<file path="src/rtl/mem_wb_stage.sv">
// MEM->WB pipeline register with a two-entry skid buffer and a registered in_ready.
// Define MEM_WB_STAT_EN to build the saturating stall/bubble statistics counters.
module mem_wb_stage #(
    parameter int SW = 32,
    parameter int VW = 48,
    parameter int RW = 5,
    parameter int MW = 2
) (
    input  logic          clk,
    input  logic          rst,
    input  logic          flush,
    input  logic          in_valid,
    output logic          in_ready,
    input  logic [SW-1:0] in_alu,
    input  logic [SW-1:0] in_imm,
    input  logic [VW-1:0] in_mem,
    input  logic [VW-1:0] in_aluv,
    input  logic [RW-1:0] in_rd,
    input  logic [RW-1:0] in_vd,
    input  logic          in_rwe,
    input  logic [MW-1:0] in_m2r,
    output logic          out_valid,
    input  logic          out_ready,
    output logic [SW-1:0] out_alu,
    output logic [SW-1:0] out_imm,
    output logic [VW-1:0] out_mem,
    output logic [VW-1:0] out_aluv,
    output logic [RW-1:0] out_rd,
    output logic [RW-1:0] out_vd,
    output logic          out_rwe,
    output logic [MW-1:0] out_m2r,
    output logic [31:0]   stall_cnt,
    output logic [31:0]   bubble_cnt
);

    typedef struct packed {
        logic [SW-1:0] alu;
        logic [SW-1:0] imm;
        logic [VW-1:0] mem;
        logic [VW-1:0] aluv;
        logic [RW-1:0] rd;
        logic [RW-1:0] vd;
        logic          rwe;
        logic [MW-1:0] m2r;
    } payload_t;

    payload_t in_pl;
    payload_t main_q, main_d, skid_q, skid_d;
    logic     main_valid_q, main_valid_d;
    logic     skid_valid_q, skid_valid_d;
    logic     accept, take;

    assign in_pl  = {in_alu, in_imm, in_mem, in_aluv, in_rd, in_vd, in_rwe, in_m2r};
    assign accept = in_valid && in_ready;
    assign take   = main_valid_q && out_ready;

    always_comb begin
        // NOTE: every always_comb output gets a default first so no path leaves it unassigned (no latch).
        main_d       = main_q;
        skid_d       = skid_q;
        main_valid_d = main_valid_q;
        skid_valid_d = skid_valid_q;
        if (flush) begin
            // Kill only the valid bits; payloads keep their last contents.
            main_valid_d = 1'b0;
            skid_valid_d = 1'b0;
        end else if (take || !main_valid_q) begin
            if (skid_valid_q) begin
                main_d       = skid_q;
                main_valid_d = 1'b1;
                skid_valid_d = accept;
                if (accept) skid_d = in_pl;
            end else begin
                main_valid_d = accept;
                if (accept) main_d = in_pl;
            end
        end else if (accept) begin
            skid_d       = in_pl;
            skid_valid_d = 1'b1;
        end
    end

    // NOTE: payload registers are reset too (not just valids) so every out_* port reads 0 in reset.
    always_ff @(posedge clk or posedge rst) begin
        if (rst) begin
            // NOTE: sequential state uses non-blocking assignments only.
            main_q       <= '0;
            skid_q       <= '0;
            main_valid_q <= 1'b0;
            skid_valid_q <= 1'b0;
        end else begin
            main_q       <= main_d;
            skid_q       <= skid_d;
            main_valid_q <= main_valid_d;
            skid_valid_q <= skid_valid_d;
        end
    end

    // in_ready comes straight from a flop, cutting any path from out_ready.
    assign in_ready  = !skid_valid_q;
    assign out_valid = main_valid_q;
    assign out_alu   = main_q.alu;
    assign out_imm   = main_q.imm;
    assign out_mem   = main_q.mem;
    assign out_aluv  = main_q.aluv;
    assign out_rd    = main_q.rd;
    assign out_vd    = main_q.vd;
    assign out_rwe   = main_q.rwe && main_valid_q;
    assign out_m2r   = main_q.m2r;

`ifdef MEM_WB_STAT_EN
    logic [31:0] stall_cnt_q, stall_cnt_d;
    logic [31:0] bubble_cnt_q, bubble_cnt_d;

    always_comb begin
        stall_cnt_d  = stall_cnt_q;
        bubble_cnt_d = bubble_cnt_q;
        if (main_valid_q && !out_ready && stall_cnt_q != 32'hFFFF_FFFF)
            stall_cnt_d = stall_cnt_q + 32'd1;
        if (!main_valid_q && bubble_cnt_q != 32'hFFFF_FFFF)
            bubble_cnt_d = bubble_cnt_q + 32'd1;
    end

    always_ff @(posedge clk or posedge rst) begin
        if (rst) begin
            stall_cnt_q  <= '0;
            bubble_cnt_q <= '0;
        end else begin
            stall_cnt_q  <= stall_cnt_d;
            bubble_cnt_q <= bubble_cnt_d;
        end
    end

    assign stall_cnt  = stall_cnt_q;
    assign bubble_cnt = bubble_cnt_q;
`else
    assign stall_cnt  = 32'd0;
    assign bubble_cnt = 32'd0;
`endif

endmodule

</file>
<file path="config.mk">
export PLATFORM = sky130hd
export DESIGN_NAME = mem_wb_stage
export DESIGN_NICKNAME = d
export VERILOG_FILES = /design/src/rtl/mem_wb_stage.sv
export SDC_FILE = /design/constraint.sdc
export NUM_CORES = 1
export LEC_CHECK = 0
export ABC_AREA = 1
export CORE_MARGIN = 2
export CORE_UTILIZATION = 45
export DETAILED_ROUTE_END_ITERATION = 16
export GPL_ROUTABILITY_DRIVEN = 0
export PLACE_DENSITY = 0.75
export SLEW_MARGIN = 20
export SYNTH_ARGS = -nofsm -noshare
export SYNTH_HDL_FRONTEND = slang
export SYNTH_SLANG_ARGS = --single-unit
export TNS_END_PERCENT = 100
</file>
<file path="constraint.sdc">
create_clock -name clk -period 14.6 [get_ports clk]
set_input_delay 1.46 -clock clk [delete_from_list [all_inputs] [get_ports clk]]
set_output_delay 1.46 -clock clk [all_outputs]
set_load 0.01 [all_outputs]
</file>
==> summary.md, run 1 <==
| Metric | Value |
|---|---|
| Status | finished clean |
| Placed instance area | approximately 20000 um^2 |
| Tightest Hold Check Type | reg -> reg |
| H-tree Lvls | 2 |
| Yosys Warn Count | 0 |
| Total Nets Final | roughly 2600 |
| RSZ-0062 raised after global routing | false |
| Most frequent cells after synthesis | nand2_1 (1214), dfrtp_1 (348), nand3_1 (348), buf_4 (236), buf_2 (135) |
| Hold EP | skid_q[99]$_DFFE_PP0P_ |
| Share of the yosys chip area belonging to registers | 0.4954 |
| FF-to-FF setup slack | about 11 ns |
| Initial antenna violation count | 12 |
| Fin area | roughly 21000 um^2 |
| Die span in x | around 200 um |
| First-pass GRT wire length | roughly 79 mm |
| DRT Pass-1 Iters | 5 |
| Critical Path Source Type | input port |
| FF+latch area | a little under 9000 um^2 |
| Initial core utilization | 0.4559 |
| Post-CTS Setup Bufs | 0 |
| Post-CTS Resized | 0 |
| Setup TNS | 0 ns |
| Hold Vio Cnt, Final | 0 |
| Vias in the first global route | about 15000 |
| Pre-CTS setup slack | 9.382 ns |
| CTS Hold Bufs | 0 |
| Cell count after synthesis | 2313 |
| Synthesized area | between 15000 and 20000 um^2 |
| CTS Sinks | about 350 |
| Syn Area/Cell | 7.599 um^2 |
| Core area | 38560 um^2 |
| Slowest-stage cell, CP | nand3_4 |
| Max-slew violations | 0 |
| Met2 Track Usage GR | 0.3929 |
| Worst slew pin tran | 1.113 ns |
| Post-route setup slack | just under 10 ns |
| Worst-path maximum fanout | 94 |
| Standard-cell row count | 72 |
| Crit path cell chain | clkdlybuf4s50_1 > inv_1 > nor2_4 > buf_4 > nand3_4 > buf_4 > nand2_1 > nand2_1 |
| Die ar. | about 41000 um^2 |
| Clock root buffer | clkbuf_16 |
| Critical Path Sink Type | flip-flop |
| Grt met3 use | 0.05831 |
| Kind of critical path | in -> reg |
| Worst skew pair latency | approximately 0.54 ns |
| Drt wl/cell | roughly 16 um |
| Final setup violation count | 0 |
| Area of the multi-input gates | 6623 um^2 |
| Yosys reg bits | 348 |
| Global-route usage over all layers | 0.2428 |
| Worst-path clk slew | approximately 0.06 ns |
| Grt ovf | 0 |
| Maximum number of pins on one net before global-route repair | between 100 and 150 |
| Final period utilization | 0.3189 |
| Slew Limit Headroom | 0.2581 |
| Final WL | between 40 and 50 mm |
| Initial DRC Count | between 900 and 1000 |
| Hold path startpoint | skid_q[99]$_DFFE_PP0P_ |
| Async S/R FF share, synth | 1.000 |
| M1 GR Usage | 0.3024 |
| Leakage Power | around 11 nW |
| Post-synth EDFFs | 0 |
| DP HPWL | between 20 and 30 mm |
| Share of layout cells above drive strength 1 | 0.03424 |
| Top Usage Layer GRT | met2 |
| Worst Path Buf+Inv | 4 |
| IO Count | roughly 420 |
| Synth area leader | dfrtp_1 |
| Cell family contributing the most delay on the critical path | buffers and inverters |
| Worst path required time | 15.03 ns |
| RR Endpoint | out_aluv[36]$_DFFE_PP0P_ |
| Fillers | 3593 |
| Final ANT Viol Nets | 0 |
| Max clock buf depth | 3 |
| Port bufs | around 350 |
| PD cells | ~130 nW/um^2 |
| Max-cap viol count | 0 |
| Hold Path Depth | 2 |
| Crit path DAT | just over 5 ns |
| Final min period | roughly 4.7 ns |
| CTS tree | built |
| Most frequent cell after synthesis | nand2_1 |
| Reg2Reg Depth | 7 |
| Vias per cell | about 5.1 |
| Fin Clk Skew | about 0.012 ns |
| Max incr delay on CP | 1.00 ns |
| Critical Path Stages | 8 |
| VDD IR max | between 0.00007 and 0.00008 V |
| Vias | ~15000 |
| Ranking of synthesized cells by area | dfrtp_1 (50%), nand2_1 (26%), buf_4 (10%), nand3_1 (9.9%), buf_2 (3.8%) |
| Worst R2R Start | skid_valid_q$_DFFE_PP0P_ |
| Die Ht | 201.6 um |
| Unique masters post-synth | 12 |
| Area grow syn2layout | 19.47% |
| Drt drc | 0 |
| Share of the synthesized area in the top cell type | 0.4954 |
| Ys flop type | dfrtp_1 |
| CTS Buf Count | 39 |
| Peak Freq | about 210 MHz |
-- layer usage --
| metal | routed length (um) | part of all wire |
|---|---|---|
| met5 | 43 | 0.00088 |
| met4 | 2459 | 0.051 |
| met3 | 3748 | 0.077 |
| met2 | 22690 | 0.47 |
| met1 | 19710 | 0.41 |
-- state kept, by name (all words and copies together), names as in the netlist --
| register | cells |
|---|---|
| out_imm | 32 |
| out_aluv | 48 |
| out_mem | 48 |
| skid_q | 173 |
| out_vd | 5 |
| out_valid | 1 |
| main_q | 1 |
| skid_valid_q | 1 |
| out_m2r | 2 |
| out_alu | 32 |
| out_rd | 5 |
-- through the flow --
step	hold WS [ns]	util	std cells	power, mW
after floorplan	0.4417	-	2376	1.636
after global placement	0.4527	0.5100	2874	1.797
after detailed placement	0.4583	0.5107	2875	1.818
after CTS	0.4724	0.5439	2942	2.816
after global routing	0.4885	0.5446	2951	2.934
final	0.4673	0.5446	2951	2.786
-- worst max-delay path by stage --
stage | from | end
2_1_floorplan | rst | main_q[2]$_DFFE_PP0P_
3_3_place_gp | in_valid | skid_q[145]$_DFFE_PP0P_
3_5_place_dp | in_valid | skid_q[80]$_DFFE_PP0P_
4_1_cts | skid_valid_q$_DFFE_PP0P_ | in_ready
5_1_grt | in_valid | skid_q[51]$_DFFE_PP0P_
6_report | in_valid | skid_q[39]$_DFFE_PP0P_
-- layout make-up --
cell class / count / area share
tap: 518 / 0.03086
sequential: 348 / 0.4149
timing repair buffer: 369 / 0.1750
clock buffer: 63 / 0.05851
clock inverter: 4 / 0.002443
inverter: 7 / 0.001847
multi-input combinational: 1633 / 0.3154
antenna: 9 / 0.001073
-- cell usage in the layout, fill, tap and decap left out --
| cell type | synthesis | routed |
|---|---|---|
| clkinv_4 | 0 | 1 |
| clkinv_2 | 0 | 1 |
| clkbuf_8 | 0 | 12 |
| inv_8 | 0 | 1 |
| conb_1 | 1 | 64 |
| nor3_1 | 1 | 1 |
| a21oi_1 | 1 | 1 |
| bufinv_16 | 0 | 1 |
| clkdlybuf4s50_1 | 0 | 352 |
| inv_6 | 0 | 1 |
| clkbuf_16 | 0 | 41 |
| nor2_1 | 5 | 2 |
| inv_1 | 7 | 5 |
| dfrtp_4 | 0 | 1 |
| buf_6 | 0 | 1 |
| clkbuf_1 | 15 | 10 |
| dfrtp_1 | 348 | 347 |
| buf_4 | 236 | 15 |
| nor2_4 | 0 | 3 |
| nand3_1 | 348 | 346 |
| diode_2 | 0 | 9 |
| nand2_4 | 0 | 1 |
| nand2_1 | 1214 | 1213 |
| nand3_4 | 0 | 2 |
| buf_16 | 0 | 1 |
| clkinvlp_4 | 0 | 1 |
-- worst reg2reg max path: cells and delay by family, from the launching register on --
kind	cells	cell delay, ns
buffers and inverters	3	2.48
and+or+nand+nor	4	0.76
DFF	1	0.46
-- cell families (layout without fill, tap and decap cells) --
| group | Yosys count | after routing | share of synthesized area |
|---|---|---|---|
| simple gates | 1568 | 1568 | 0.3597 |
| buf+inv | 395 | 443 | 0.1444 |
| flops | 348 | 348 | 0.4954 |
| other cells | 1 | 73 | 0.0002133 |
| compound gates | 1 | 1 | 0.0002845 |
-- power breakdown --
| part | internal [mW] | switching [mW] | leakage [nW] | total [mW] |
|---|---|---|---|---|
| registers | 1.15 | 0.111 | 4.37 | 1.26 |
| logic | 0.261 | 0.280 | 6.06 | 0.541 |
| clock network | 0.591 | 0.394 | 0.626 | 0.985 |
(Power assumes the default switching activity.)
==> run 2, diff against run 1 <==
--- a/config.mk
+++ b/config.mk
@@ -10,7 +10,7 @@
 export CORE_UTILIZATION = 45
 export DETAILED_ROUTE_END_ITERATION = 16
 export GPL_ROUTABILITY_DRIVEN = 0
-export PLACE_DENSITY = 0.75
+export PLACE_DENSITY = 0.78
 export SLEW_MARGIN = 20
 export SYNTH_ARGS = -nofsm -noshare
 export SYNTH_HDL_FRONTEND = slang
==> constraint.sdc (replaced) <==
create_clock -name clk -period 3.7 [get_ports clk]
set_input_delay 0.37 -clock clk [delete_from_list [all_inputs] [get_ports clk]]
set_output_delay 0.37 -clock clk [all_outputs]
set_load 0.01 [all_outputs]
==> run 2 against run 1 <==
Sequential share of layout area down 0.27 points; wire length down 1.7%; global-route usage down 0.79 points; die area stayed put; non-clock buffer count shrank 2; combinational power rose to 4.0 times the previous value; critical path type is now reg -> out; highest routed layer unchanged; clock power rose to 4.1 times the previous value; sequential power rose to 3.9 times the previous value; final area increased by 0.65%; utilization grew 0.35 points; worst setup slack lost 8.7 ns; critical endpoint is now in_ready.
==> summary.md, run 2 (synthesis gave the netlist of run 1 again) <==
| Metric | Value |
|---|---|
| Total Nets Final | 2575 (-0.039%) |
| Vias in the first global route | 15033 (+1.5%) |
| Die Ht | 201.6 um (unchanged) |
| RSZ-0062 raised after global routing | false |
| Slowest-stage cell, CP | clkdlybuf4s50_1 |
| Share of layout cells above drive strength 1 | 0.03588 (+0.001635) |
| Final min period | ~2.5 ns |
| Reg2Reg Depth | 6 (-1) |
| VDD IR max | 0.0002836 V (+280%) |
| Cell family contributing the most delay on the critical path | buffers and inverters |
| Initial antenna violation count | 6 (-6) |
| Peak Freq | ~400 MHz |
| Fin area | 21140 um^2 (+0.65%) |
| Status | finished clean |
| Final setup violation count | 0 (unchanged) |
| Final period utilization | 0.6744 |
| H-tree Lvls | 2 (unchanged) |
| CTS Buf Count | 40 (+2.6%) |
| Grt ovf | 0 (unchanged) |
| Drt wl/cell | 16.23 um (-1.5%) |
| Core area | 38560 um^2 (unchanged) |
| Largest register FFs | 173 (unchanged) |
| Maximum number of pins on one net before global-route repair | 176 (+35%) |
| Fin Clk Skew | 0.01974 ns (+0.008087 ns) |
| PD cells | 526.2 nW/um^2 (+300%) |
| Worst-path maximum fanout | 63 (-33%) |
| Reg with most FFs | skid_q |
| Setup TNS | 0 ns (unchanged) |
| Max incr delay on CP | 0.64 ns (-0.36 ns) |
| Hold Vio Cnt, Final | 0 (unchanged) |
| Area grow syn2layout | 20.25% |
| CTS Hold Bufs | 0 (unchanged) |
| Worst slew pin tran | 0.9022 ns (-0.2107 ns) |
| Max clock buf depth | 3 (unchanged) |
| Clock root buffer | clkbuf_16 |
| Post-CTS Setup Bufs | 0 (unchanged) |
| Worst-path clk slew | 0.06 ns (about the same) |
| Global-route usage over all layers | 0.2349 (-0.007887) |
| Port bufs | 352 (unchanged) |
| Critical Path Sink Type | output pin |
| First-pass GRT wire length | 77.78 mm (-2.0%) |
| IO Count | 417 (unchanged) |
| Tightest Hold Check Type | in -> async |
| Standard-cell row count | 72 (unchanged) |
| Most common cell after layout, fill and taps aside | nand2_1 |
| Worst hold slack | 0.3940 ns (-0.07329 ns) |
| Most frequent cells in the layout | nand2_1 (1213), clkdlybuf4s50_1 (352), dfrtp_1 (347) |
| CTS tree | built |
| Vias per cell | 5.121 (+0.87%) |
| Worst R2R Start | skid_valid_q$_DFFE_PP0P_ |
| Die ar. | 40660 um^2 (unchanged) |
| Worst Path Buf+Inv | 2 (-2) |
| Kind of critical path | reg -> out |
| Leakage Power | 11.11 nW (+0.53%) |
| Vias | 15091 (+0.73%) |
| Worst path required time | 3.33 ns (-11.70 ns) |
| Post-Place Cells | 2873 (-0.070%) |
| Drt drc | 0 (unchanged) |
| DRT Pass-1 Iters | 6 (+1) |
| Initial core utilization | 0.4559 (unchanged) |
| RR Endpoint | out_imm[22]$_DFFE_PP0P_ |
| FF-to-FF setup slack | 1.46 ns (-9.36 ns) |
| Critical Path Source Type | flip-flop |
| Crit path cell chain | inv_6 > clkdlybuf4s50_1 |
| Critical Path Stages | 2 (-6) |
| Fillers | 3547 (-1.3%) |
| Die span in x | 201.6 um (unchanged) |
| Final ANT Viol Nets | 0 (unchanged) |
| DP HPWL | 28.66 mm (-2.1%) |
| Post-CTS Resized | 0 (unchanged) |
| Final Non-Filler Cells | 2947 (-0.14%) |
| Max-cap viol count | 0 (unchanged) |
| Slew Limit Headroom | 0.3985 (+0.1405) |
| Worst skew pair latency | 0.54 ns (about the same) |
| Initial DRC Count | 1068 (+7.1%) |
| Crit path DAT | 2.13 ns (-2.95 ns) |
| Final WL | 47.84 mm (-1.7%) |
| Max-slew violations | 0 (unchanged) |
| CTS Sinks | 348 (unchanged) |
| Placed instance area | 19790 um^2 (+0.50%) |
| Total chip power | 11.12 mW (+300%) |
-- run 2: report_power, final --
group	leakage (nW)	total [mW]	internal (mW)	switching, mW
clock	0.656	4.00	2.44	1.56
combinational	6.09	2.15	1.04	1.11
sequential	4.37	4.97	4.54	0.435
total	11.1	11.1	8.01	3.11
-- run 2: area by class of cell --
type                            instances  area [um^2]  share of cell area
Sequential cell                       348         8712              0.4122
Multi-Input combinational cell       1633         6623              0.3133
Timing Repair Buffer                  367         3774              0.1785
Clock buffer                           58         1190             0.05630
Tap cell                              518        648.1             0.03067
Clock inverter                         12        143.9            0.006808
Inverter                                7        35.03            0.001658
Antenna cell                            4        10.01           0.0004736
-- run 2: layer usage --
layer	global-route usage	up-vias	wire, um
met4	0.1337	4	2494
met1	0.2897	7224	19290
met2	0.3887	654	22800
li1	-	7073	-
met5	0	-	28
met3	0.04308	136	3224
-- run 2: per-stage QoR --
stage	setup slack (ns)	utilization
after floorplan	-1.328	-
after global placement	1.142	0.5133
after detailed placement	1.080	0.5133
after CTS	1.139	0.5479
after global routing	1.128	0.5482
final	1.205	0.5482
-- run 2: how the worst max path moves through the flow --
| stage | startpoint | endpoint | slack [ns] |
|---|---|---|---|
| 4_1_cts | skid_valid_q$_DFFE_PP0P_ | in_ready | 1.14 |
| 3_5_place_dp | flush | skid_q[81]$_DFFE_PP0P_ | 1.08 |
| 5_1_grt | skid_valid_q$_DFFE_PP0P_ | in_ready | 1.13 |
| 2_1_floorplan | rst | main_q[2]$_DFFE_PP0P_ | -1.33 |
| 6_report | skid_valid_q$_DFFE_PP0P_ | in_ready | 1.20 |
| 3_3_place_gp | flush | skid_q[68]$_DFFE_PP0P_ | 1.14 |
-- run 2: worst register-to-register path: cells and delay by family (launching register included) --
family / cells / cell delay [ns]
simple gates: 4 / 0.87
buf+inv: 2 / 0.79
flops: 1 / 0.53
==> run 3, diff against run 2 <==
--- a/config.mk
+++ b/config.mk
@@ -10,7 +10,7 @@
 export CORE_UTILIZATION = 45
 export DETAILED_ROUTE_END_ITERATION = 16
 export GPL_ROUTABILITY_DRIVEN = 0
-export PLACE_DENSITY = 0.78
+export PLACE_DENSITY = 0.75
 export SLEW_MARGIN = 20
 export SYNTH_ARGS = -nofsm -noshare
 export SYNTH_HDL_FRONTEND = slang
==> constraint.sdc (replaced) <==
create_clock -name clk -period 2.4 [get_ports clk]
set_input_delay 0.24 -clock clk [delete_from_list [all_inputs] [get_ports clk]]
set_output_delay 0.24 -clock clk [all_outputs]
set_load 0.01 [all_outputs]
==> run 3 against run 2 <==
Flip-flop and latch count unchanged; worst setup slack got worse by 1.1 ns; worst hold slack got worse by 0.21 ns; die area unchanged; first-iteration DRC count decreased by 1.1%; critical path type unchanged; largest cell class unchanged.
==> summary.md, run 3 (synthesis gave the netlist of run 1 again) <==
| Metric | Value |
|---|---|
| Fin Clk Skew | 0.01421 ns (-0.005534 ns) |
| FF+latch area | 8712 um^2 (unchanged) |
| Final WL | 48.38 mm (+1.1%) |
| Kind of critical path | reg -> out |
| Total chip power | 17.12 mW (+54%) |
| Max clock buf depth | 3 (unchanged) |
| CTS Buf Count | 38 (-5.0%) |
| First-pass GRT wire length | 79.43 mm (+2.1%) |
| Worst skew pair latency | 0.54 ns (about the same) |
| Die span in x | 201.6 um (unchanged) |
| Critical Path Source Type | flip-flop |
| Pre-CTS setup slack | 0.4326 ns (-0.6478 ns) |
| Initial DRC Count | 1056 (-1.1%) |
| Hold Vio Cnt, Final | 0 (unchanged) |
| Leakage Power | 11.20 nW (+0.79%) |
| Share of layout cells above drive strength 1 | 0.04146 (+0.005585) |
| Global-route usage over all layers | 0.2386 (+0.003676) |
| Drt drc | 0 (unchanged) |
| Worst slew pin tran | 0.7334 ns (-0.1688 ns) |
| Clock root buffer | clkbuf_16 |
| Final min period | between 2 and 2.5 ns |
| Worst-path maximum fanout | 31 (-51%) |
| Area grow syn2layout | 21.13% |
| Vias per cell | 5.086 (-0.69%) |
| Largest register FFs | 173 (unchanged) |
| Most common cell after layout, fill and taps aside | nand2_1 |
| Most frequent cells in the layout | nand2_1 (1213), clkdlybuf4s50_1 (352), dfrtp_1 (347) |
| Worst hold slack | 0.1887 ns (-0.2053 ns) |
| Worst path required time | 2.16 ns (-1.17 ns) |
| Max-cap viol count | 0 (unchanged) |
| Fin area | 21290 um^2 (+0.73%) |
| Tightest Hold Check Type | in -> async |
| CTS Sinks | 348 (unchanged) |
| Worst-path clk slew | 0.06 ns (about the same) |
| Post-route setup slack | 0.1282 ns (-1.076 ns) |
| Post-CTS Setup Bufs | 0 (unchanged) |
| PD cells | 803.9 nW/um^2 (+53%) |
| Setup TNS | 0 ns (unchanged) |
| Status | finished clean |
| Die ar. | 40660 um^2 (unchanged) |
| DRT Pass-1 Iters | 7 (+1) |
| Area of the multi-input gates | 6623 um^2 (unchanged) |
| Crit path DAT | 2.03 ns (-0.10 ns) |
| Reg with most FFs | skid_q |
| RSZ-0062 raised after global routing | false |
| CTS Hold Bufs | 0 (unchanged) |
| DP HPWL | 30.35 mm (+5.9%) |
| Peak Freq | about 440 MHz |
| CTS tree | built |
| Port bufs | 352 (unchanged) |
| Worst R2R Start | skid_valid_q$_DFFE_PP0P_ |
| Post-Place Cells | 2887 (+0.49%) |
| Final Non-Filler Cells | 2957 (+0.34%) |
| Crit. Startpoint | skid_valid_q$_DFFE_PP0P_ |
| Die Ht | 201.6 um (unchanged) |
| VDD IR max | 0.0005200 V (+83%) |
| Initial antenna violation count | 6 (unchanged) |
| Critical Path Sink Type | output pin |
| Core area | 38560 um^2 (unchanged) |
| Maximum number of pins on one net before global-route repair | 128 (-27%) |
| Vias | 15038 (-0.35%) |
| Fillers | 3563 (+0.45%) |
| Post-CTS Resized | 0 (unchanged) |
| Final Util | 0.5522 (+0.004024) |
| Final ANT Viol Nets | 0 (unchanged) |
| IO Count | 417 (unchanged) |
| Total Nets Final | 2587 (+0.47%) |
| Vias in the first global route | 14940 (-0.62%) |
| Slew Limit Headroom | 0.5111 (+0.1126) |
| Standard-cell row count | 72 (unchanged) |
| Drt wl/cell | 16.36 um (+0.80%) |
| Max-slew violations | 0 (unchanged) |
| Final setup violation count | 0 (unchanged) |
| Initial core utilization | 0.4559 (unchanged) |
| H-tree Lvls | 2 (unchanged) |
| Grt ovf | 0 (unchanged) |
| Placed instance area | 19970 um^2 (+0.91%) |
| Final period utilization | 0.9466 |
run 3: changes by cell type in the layout (fill, tap and decap cells not counted):
cell	previous run	this run
buf_4	4	12
buf_12	11	17
clkbuf_1	7	4
clkbuf_16	41	39
bufinv_16	3	4
clkinv_2	6	7
clkinv_4	1	0
clkinvlp_4	3	2
diode_2	4	3
inv_6	1	2
inv_8	0	1
run 3: layer usage:
layer | global-route usage | part of all wire | up-vias
li1 | - | - | 7112
met4 | 0.08850 | 0.035 | 6
met2 | 0.3846 | 0.47 | 611
met5 | 0 | 0.00085 | -
met3 | 0.04875 | 0.071 | 110
met1 | 0.3188 | 0.43 | 7199
run 3: worst paths after layout:
kind | slack [ns] | end | cells after the start
setup / recovery | 0.13 | in_ready | 2
hold / removal | 0.19 | skid_q[36]$_DFFE_PP0P_ | 3
setup reg to reg | 0.47 | out_imm[13]$_DFFE_PP0P_ | 6
hold reg to reg | 0.47 | skid_q[98]$_DFFE_PP0P_ | 2
max in group asynchronous | 1.53 | skid_q[85]$_DFFE_PP0P_ | 4
min in group clk | 0.29 | skid_q[43]$_DFFE_PP0P_ | 3
run 3: area by class of cell:
cell class,count,area share
antenna,3,0.0003526
clock buffer,53,0.05301
clock inverter,14,0.008463
inverter,7,0.001763
multi-input combinational,1633,0.3111
sequential,348,0.4092
tap,518,0.03044
timing repair buffer,381,0.1857
run 3: power breakdown:
part / total (mW) / internal [mW] / switching [mW]
Sequential: 7.65 / 6.99 / 0.655
Clock: 6.11 / 3.71 / 2.40
Combinational: 3.36 / 1.63 / 1.73
Total: 17.1 / 12.3 / 4.78
run 3: worst max-delay path, cell delays in order (launching register included):
cell and delay (ns):
dfrtp_4 0.66, inv_8 0.25, clkdlybuf4s50_1 0.58
